[config.mk]
export PLATFORM = sky130hd
export DESIGN_NAME = spi_ram_slave_burst
export DESIGN_NICKNAME = d
export VERILOG_FILES = /design/src/rtl/spi_ram_slave_burst.sv
export SDC_FILE = /design/constraint.sdc
export NUM_CORES = 2
export LEC_CHECK = 0
export CAP_MARGIN = 20
export CORE_MARGIN = 2
export CORE_UTILIZATION = 42
export DETAILED_ROUTE_END_ITERATION = 8
export HOLD_SLACK_MARGIN = 0.12
export PLACE_DENSITY = 0.57
export SETUP_SLACK_MARGIN = 0.05
export SLEW_MARGIN = 20
export SYNTH_ARGS = -nofsm -noshare
export SYNTH_HDL_FRONTEND = slang
export SYNTH_SLANG_ARGS = --single-unit
[constraint.sdc]
create_clock -name clk -period 4.34 [get_ports clk]
set_input_delay 1.302 -clock clk [delete_from_list [all_inputs] [get_ports clk]]
set_output_delay 1.302 -clock clk [all_outputs]
set_load 0.01 [all_outputs]
[src/rtl/spi_ram_slave_burst.sv]
`default_nettype none
// ============================================================================
//  Module      : spi_ram_slave_burst
//  Description : SPI slave (system clock doubles as bit clock) in front of a
//                single-port RAM. Two-bit commands select write-address,
//                write-data, read-address or read-burst. Commands chain within
//                one SS_n frame, data phases auto-increment the address with
//                wrap, and an early SS_n rise raises a one-cycle abort pulse.
//  Revision    : 1.0 - initial release
// ============================================================================
module spi_ram_slave_burst #(
  parameter int ADDR_W   = 8,
  parameter int DATA_W   = 8,
  parameter int AUTO_INC = 1
) (
  input  logic clk,
  input  logic rst,
  input  logic SS_n,
  input  logic MOSI,
  output logic MISO,
  output logic busy,
  output logic frame_abort
);

  localparam int c_SH_MAX = (ADDR_W > DATA_W) ? ADDR_W : DATA_W;
  localparam int c_SH_W   = (c_SH_MAX > 2) ? c_SH_MAX : 2;
  localparam int c_CNT_W  = $clog2(c_SH_W);
  localparam int c_DEPTH  = 2 ** ADDR_W;
  localparam logic [c_CNT_W-1:0] c_ADDR_LAST = c_CNT_W'(ADDR_W - 1);
  localparam logic [c_CNT_W-1:0] c_DATA_LAST = c_CNT_W'(DATA_W - 1);

  typedef enum logic [2:0] {
    S_IDLE     = 3'd0,
    S_CMD      = 3'd1,
    S_WR_ADDR  = 3'd2,
    S_WR_DATA  = 3'd3,
    S_RD_ADDR  = 3'd4,
    S_RD_FETCH = 3'd5,
    S_RD_DATA  = 3'd6
  } state_t;

  logic [DATA_W-1:0] r_mem [0:c_DEPTH-1];

  state_t              r_state,     w_state_nxt;
  logic [c_CNT_W-1:0]  r_cnt,       w_cnt_nxt;
  logic [c_SH_W-2:0]   r_shift,     w_shift_nxt;
  logic                r_cmd1,      w_cmd1_nxt;
  logic                r_have_cmd1, w_have_cmd1_nxt;
  logic [ADDR_W-1:0]   r_wr_addr,   w_wr_addr_nxt;
  logic [ADDR_W-1:0]   r_rd_addr,   w_rd_addr_nxt;
  logic                r_wr_pend,   w_wr_pend_nxt;
  logic [DATA_W-1:0]   r_wr_data,   w_wr_data_nxt;
  logic [DATA_W-1:0]   r_word,      w_word_nxt;
  logic                r_miso,      w_miso_nxt;
  logic                r_abort,     w_abort_nxt;

  // Incoming serial bit appended to everything shifted so far this phase
  logic [c_SH_W-1:0]   w_shift_in;
  // A read of the address being written this cycle must see the new word
  logic                w_bypass;

  assign w_shift_in  = {r_shift, MOSI};
  assign w_bypass    = r_wr_pend && (r_wr_addr == r_rd_addr);
  assign MISO        = r_miso;
  assign busy        = (r_state != S_IDLE);
  assign frame_abort = r_abort;

  // Next-state and datapath decode; every target holds its value unless a state acts on it
  always_comb begin
    w_state_nxt     = r_state;
    w_cnt_nxt       = r_cnt;
    w_shift_nxt     = r_shift;
    w_cmd1_nxt      = r_cmd1;
    w_have_cmd1_nxt = r_have_cmd1;
    w_rd_addr_nxt   = r_rd_addr;
    w_wr_data_nxt   = r_wr_data;
    w_word_nxt      = r_word;
    w_wr_pend_nxt   = 1'b0;
    w_miso_nxt      = 1'b0;
    w_abort_nxt     = 1'b0;
    // A latched write retires this cycle and advances the write pointer
    w_wr_addr_nxt   = (r_wr_pend && (AUTO_INC != 0)) ? r_wr_addr + 1'b1 : r_wr_addr;

    if ((r_state != S_IDLE) && SS_n) begin
      // Frame end: drop any partial word, flag it if bits were already in flight
      w_state_nxt     = S_IDLE;
      w_cnt_nxt       = '0;
      w_have_cmd1_nxt = 1'b0;
      case (r_state)
        S_WR_ADDR, S_WR_DATA, S_RD_ADDR, S_RD_DATA: w_abort_nxt = (r_cnt != '0);
        S_CMD:                                      w_abort_nxt = r_have_cmd1;
        default:                                    w_abort_nxt = 1'b0;
      endcase
    end else begin
      case (r_state)
        S_IDLE: begin
          if (!SS_n) begin
            w_cmd1_nxt      = MOSI;
            w_have_cmd1_nxt = 1'b1;
            w_state_nxt     = S_CMD;
          end
        end
        S_CMD: begin
          if (r_have_cmd1) begin
            w_have_cmd1_nxt = 1'b0;
            w_cnt_nxt       = '0;
            case ({r_cmd1, MOSI})
              2'b00:   w_state_nxt = S_WR_ADDR;
              2'b01:   w_state_nxt = S_WR_DATA;
              2'b10:   w_state_nxt = S_RD_ADDR;
              default: w_state_nxt = S_RD_FETCH;
            endcase
          end else begin
            // Chained command: first of its two bits
            w_cmd1_nxt      = MOSI;
            w_have_cmd1_nxt = 1'b1;
          end
        end
        S_WR_ADDR: begin
          w_shift_nxt = w_shift_in[c_SH_W-2:0];
          if (r_cnt == c_ADDR_LAST) begin
            w_wr_addr_nxt = w_shift_in[ADDR_W-1:0];
            w_cnt_nxt     = '0;
            w_state_nxt   = S_CMD;
          end else begin
            w_cnt_nxt = r_cnt + 1'b1;
          end
        end
        S_WR_DATA: begin
          w_shift_nxt = w_shift_in[c_SH_W-2:0];
          if (r_cnt == c_DATA_LAST) begin
            // Word complete: commit next cycle while the next word starts shifting
            w_wr_pend_nxt = 1'b1;
            w_wr_data_nxt = w_shift_in[DATA_W-1:0];
            w_cnt_nxt     = '0;
          end else begin
            w_cnt_nxt = r_cnt + 1'b1;
          end
        end
        S_RD_ADDR: begin
          w_shift_nxt = w_shift_in[c_SH_W-2:0];
          if (r_cnt == c_ADDR_LAST) begin
            w_rd_addr_nxt = w_shift_in[ADDR_W-1:0];
            w_cnt_nxt     = '0;
            w_state_nxt   = S_CMD;
          end else begin
            w_cnt_nxt = r_cnt + 1'b1;
          end
        end
        S_RD_FETCH: begin
          w_word_nxt  = w_bypass ? r_wr_data : r_mem[r_rd_addr];
          w_cnt_nxt   = '0;
          w_state_nxt = S_RD_DATA;
        end
        S_RD_DATA: begin
          w_miso_nxt = r_word[DATA_W-1];
          w_word_nxt = r_word << 1;
          if (r_cnt == c_DATA_LAST) begin
            w_cnt_nxt   = '0;
            w_state_nxt = S_RD_FETCH;
            if (AUTO_INC != 0) begin
              w_rd_addr_nxt = r_rd_addr + 1'b1;
            end
          end else begin
            w_cnt_nxt = r_cnt + 1'b1;
          end
        end
        default: begin
          w_state_nxt = S_IDLE;
          w_cnt_nxt   = '0;
        end
      endcase
    end
  end

  // State and datapath registers; reset wins over any frame activity
  always_ff @(posedge clk) begin
    if (rst) begin
      r_state     <= S_IDLE;
      r_cnt       <= '0;
      r_shift     <= '0;
      r_cmd1      <= 1'b0;
      r_have_cmd1 <= 1'b0;
      r_wr_addr   <= '0;
      r_rd_addr   <= '0;
      r_wr_pend   <= 1'b0;
      r_wr_data   <= '0;
      r_word      <= '0;
      r_miso      <= 1'b0;
      r_abort     <= 1'b0;
    end else begin
      r_state     <= w_state_nxt;
      r_cnt       <= w_cnt_nxt;
      r_shift     <= w_shift_nxt;
      r_cmd1      <= w_cmd1_nxt;
      r_have_cmd1 <= w_have_cmd1_nxt;
      r_wr_addr   <= w_wr_addr_nxt;
      r_rd_addr   <= w_rd_addr_nxt;
      r_wr_pend   <= w_wr_pend_nxt;
      r_wr_data   <= w_wr_data_nxt;
      r_word      <= w_word_nxt;
      r_miso      <= w_miso_nxt;
      r_abort     <= w_abort_nxt;
    end
  end

  // RAM write port; contents survive reset but a reset cycle blocks the commit
  always_ff @(posedge clk) begin
    if (!rst && r_wr_pend) begin
      r_mem[r_wr_addr] <= r_wr_data;
    end
  end

endmodule
`default_nettype wire

==> implementation parameters <==
Parameter                              Value

Route
  Met3 routed WL ... roughly 13 mm
  Metal1 wirelength ... ~88 mm
  Remaining antenna violation count ... 0
  Total via count after detailed routing ... approximately 40000
  Routed wire length ... slightly above 200 mm
  Wire length on met2 ... 100 mm
  Wire per inst ... 29.3 um
  Number of iterations in the first detailed-routing pass ... 6
  Violation count after the first detailed-routing iteration ... about 4200
  Top layer used by detailed routing ... met4
  DRC violations left ... 0
  Vias per inst ... roughly 5.7

Layout
  Growth of design area from synthesis to finish ... 14.0%
  Proportion of layout cells with a drive suffix above 1 ... 27.0%
  FF+latch area ... roughly 63000 um2
  Number of inserted filler cells in the final layout ... 16000
  Combined area of the multi-input logic cells ... 18300 um2
  NumNets Final ... approximately 4200
  Non-filler cells in the finished layout ... about 7000

Hold path
  Kind of path behind the tightest hold check ... reg -> reg
  Min-Delay Startpoint ... r_word[0]
  Worst min-delay path endpoint ... r_word[0]
  Worst hold stages ... 2

Setup path
  Required arrival time at the worst endpoint ... 3.04 ns
  Crit path kind ... reg -> out
  Endpoint of the worst-slack reg-to-reg timing path ... r_word[5]
  Crit-path max FO ... 14
  Number of cells on the worst reg-to-reg path ... 7
  Setup slack of the most critical reg-to-reg path ... 0.86 ns
  Type of destination of the critical path ... output port
  Arrival time of the worst setup path ... about 2.3 ns
  Kind of launch point of the worst setup path ... flop

Global route
  Total overflow reported by the global router ... 0
  Via count of the first global-routing pass ... 40600
  Global-route wire length before repair ... around 300 mm
  Maximum number of pins on one net before global-route repair ... ~150
  Initial antenna violation count ... 4
  Total global routing track utilization ... 20.7%

Place
  Placed instance count ... 6606
  IO buf count ... 6
  RD Place Congestion ... 0.849
  Detailed-placement wirelength estimate ... around 130 mm

Floorplanning
  Number of rows in the core area ... 162
  Starting Density ... 42.3%
  Horiz. Die Dim ... around 450 um
  Die height ... between 400 and 500 um
  Total die area ... 200000 um2
  Top-Level Pins ... 7
  Placeable core area ... 195000 um2

Synthesis
  Yosys cell types ... 65
  Area of the mapped netlist ... ~80000 um2
  Async set or reset register ratio after synthesis ... 0%
  Leading post-synthesis cells by instance count ... 2048 x sky130_fd_sc_hd__edfxtp_1, 537 x sky130_fd_sc_hd__mux4_2, 322 x sky130_fd_sc_hd__nor2_1, 123 x sky130_fd_sc_hd__mux2i_1, 110 x sky130_fd_sc_hd__nand2_1
  Number of flip-flops and latches in the synthesized netlist ... around 2100
  Synthesized area divided by synthesized cell count ... roughly 21 um2
  Most area-consuming cells after synthesis ... sky130_fd_sc_hd__edfxtp_1 75%, sky130_fd_sc_hd__mux4_2 15%, sky130_fd_sc_hd__mux2i_1 1.5%
  Net count of the mapped netlist ... 3903
  Gate count after technology mapping ... 3891
  Yosys warnings ... 0
  Register area share after synthesis ... roughly 76%
  Count leader, synth ... sky130_fd_sc_hd__edfxtp_1
  Cell type with the largest total area after synthesis ... sky130_fd_sc_hd__edfxtp_1
  Number of enable-type register cells in the synthesized netlist ... a little over 2000
  Yosys top cell area share ... 74.6%
  Most used flip-flop cell after synthesis ... sky130_fd_sc_hd__edfxtp_1

STA
  Upper clock frequency limit ... 0.279 GHz
  Final period utilization ... 82.7%
  Setup Skew ... a little under 0.06 ns
  Pin slew with the least headroom to its limit ... 1.14 ns
  Setup repair after global routing missed its margin ... no
  Total count of hold-check failures in the final report ... 0
  Worst slew margin ... 24.1%
  Sum of negative setup slack ... 0 ns
  Number of slew-limit violations in the final report ... 0
  Final period demand of the worst path ... 3.59 ns
  Total setup violations reported at the end of the flow ... 0

Clock tree
  Source-to-sink clock delay at the later pin of the worst-skew pair ... 0.87 ns
  Deepest level of the CTS H-tree ... 4
  Clock-pin slew of the registers on the worst-case setup and hold paths ... 0.06 ns
  Number of buffers inserted by post-CTS setup repair ... 0
  Root buffer cell ... sky130_fd_sc_hd__clkbuf_16
  # hold bufs at CTS ... 0
  Number of buffers inserted during clock tree synthesis ... 215
  Buffer depth of the longest clock path ... 3
  TritonCTS clock tree ... built
  Clk sinks ... 2106
  CTS-repair resized insts ... 0

Outcome
  Status ... complete, no violations

Pwr
  Worst voltage drop across the vdd grid ... around 0.00038 V
  Total power density per cell area ... approximately 420 nW/um2
  Total design power ... 39.8 mW
  Reported leakage power ... 32.3 nW

Flow run
  Max-cap violation count ... 0
[logic make-up after synthesis]
logic type               Yosys count  synth area share [%]
buffers and inverters            250                  1.80
AO/OA/AOI/OAI                    224                  1.94
adder cells (fa/ha/maj)            8                 0.121
AND/OR/NAND/NOR                  608                  3.24
flip-flops                      2106                  76.0
multiplexers                     679                  16.7
XOR/XNOR                          16                 0.170
[metal layers]
layer | vias to the layer above | global-route usage (%)
met5 | - | 0
met4 | 0 | 5.38
met3 | 266 | 3.33
met2 | 1361 | 33.3
met1 | 21600 | 29.6
li1 | 16800 | -
[worst max-delay path by stage]
stage,start,end,slack [ns]
floorplan,r_wr_data[0],r_word[0],0.07
global placement,SS_n,r_word[2],0.49
detailed placement,SS_n,r_word[2],0.56
CTS,r_state[2],busy,0.68
global route,r_state[2],busy,0.63
finish,r_state[2],busy,0.75
[worst max-delay path, cell delays in order (launching register included)]
cell                              delay, ns
sky130_fd_sc_hd__dfxtp_1               0.47
sky130_fd_sc_hd__or3_1                 0.46
sky130_fd_sc_hd__clkdlybuf4s50_1       0.49
[layout by cell type (no fill, tap or decap), drive strengths merged, types with 16 or more instances in the layout]
cell,netlist,final
buf,131,323
o21ai,16,16
a21oi,35,35
nor4,19,19
mux4,553,553
o22ai,29,29
clkbuf,106,276
dfxtp,58,58
mux2i,123,123
inv,13,23
a211oi,29,29
nand2,110,110
a22oi,36,36
nor2b,30,30
nor2,322,322
edfxtp,2048,2048
clkinv,0,94
nand3,61,61
[metrics by stage]
stage,util (%),cell area [um2],hold WS [ns],setup WS (ns)
global route,48.2,94000,0.538,0.634
floorplan,-,82400,0.410,0.0657
global placement,44.7,87200,0.503,0.488
detailed placement,44.7,87200,0.485,0.559
finish,48.2,94000,0.512,0.750
CTS,48.2,94000,0.503,0.678
[where the power goes]
group | switching (mW) | internal, mW | total, mW
sequential | 0.00562 | 21.9 | 22.0
combinational | 0.0258 | 0.0151 | 0.0409
clock | 7.79 | 10.0 | 17.8
[state kept, by name, indices dropped and copies added (netlist names), named ones only]
signal	cells
r_mem	2048
r_rd_addr	8
r_word	8
r_wr_addr	8
r_wr_data	8
r_shift	7
r_cnt	3
r_state	3
MISO	1
frame_abort	1
r_cmd1	1
r_have_cmd1	1
r_wr_pend	1
[final cells by class]
| class | count | area share [%] |
|---|---|---|
| sequential | 2106 | 66.7 |
| tap | 2624 | 3.49 |
| clock inverter | 121 | 1.18 |
| inverter | 13 | 0.0572 |
| timing repair buffer | 328 | 3.06 |
| multi-input combinational | 1535 | 19.5 |
| clock buffer | 276 | 6.01 |
| antenna | 1 | 0.00266 |
Power figures use the tool's default switching activity.
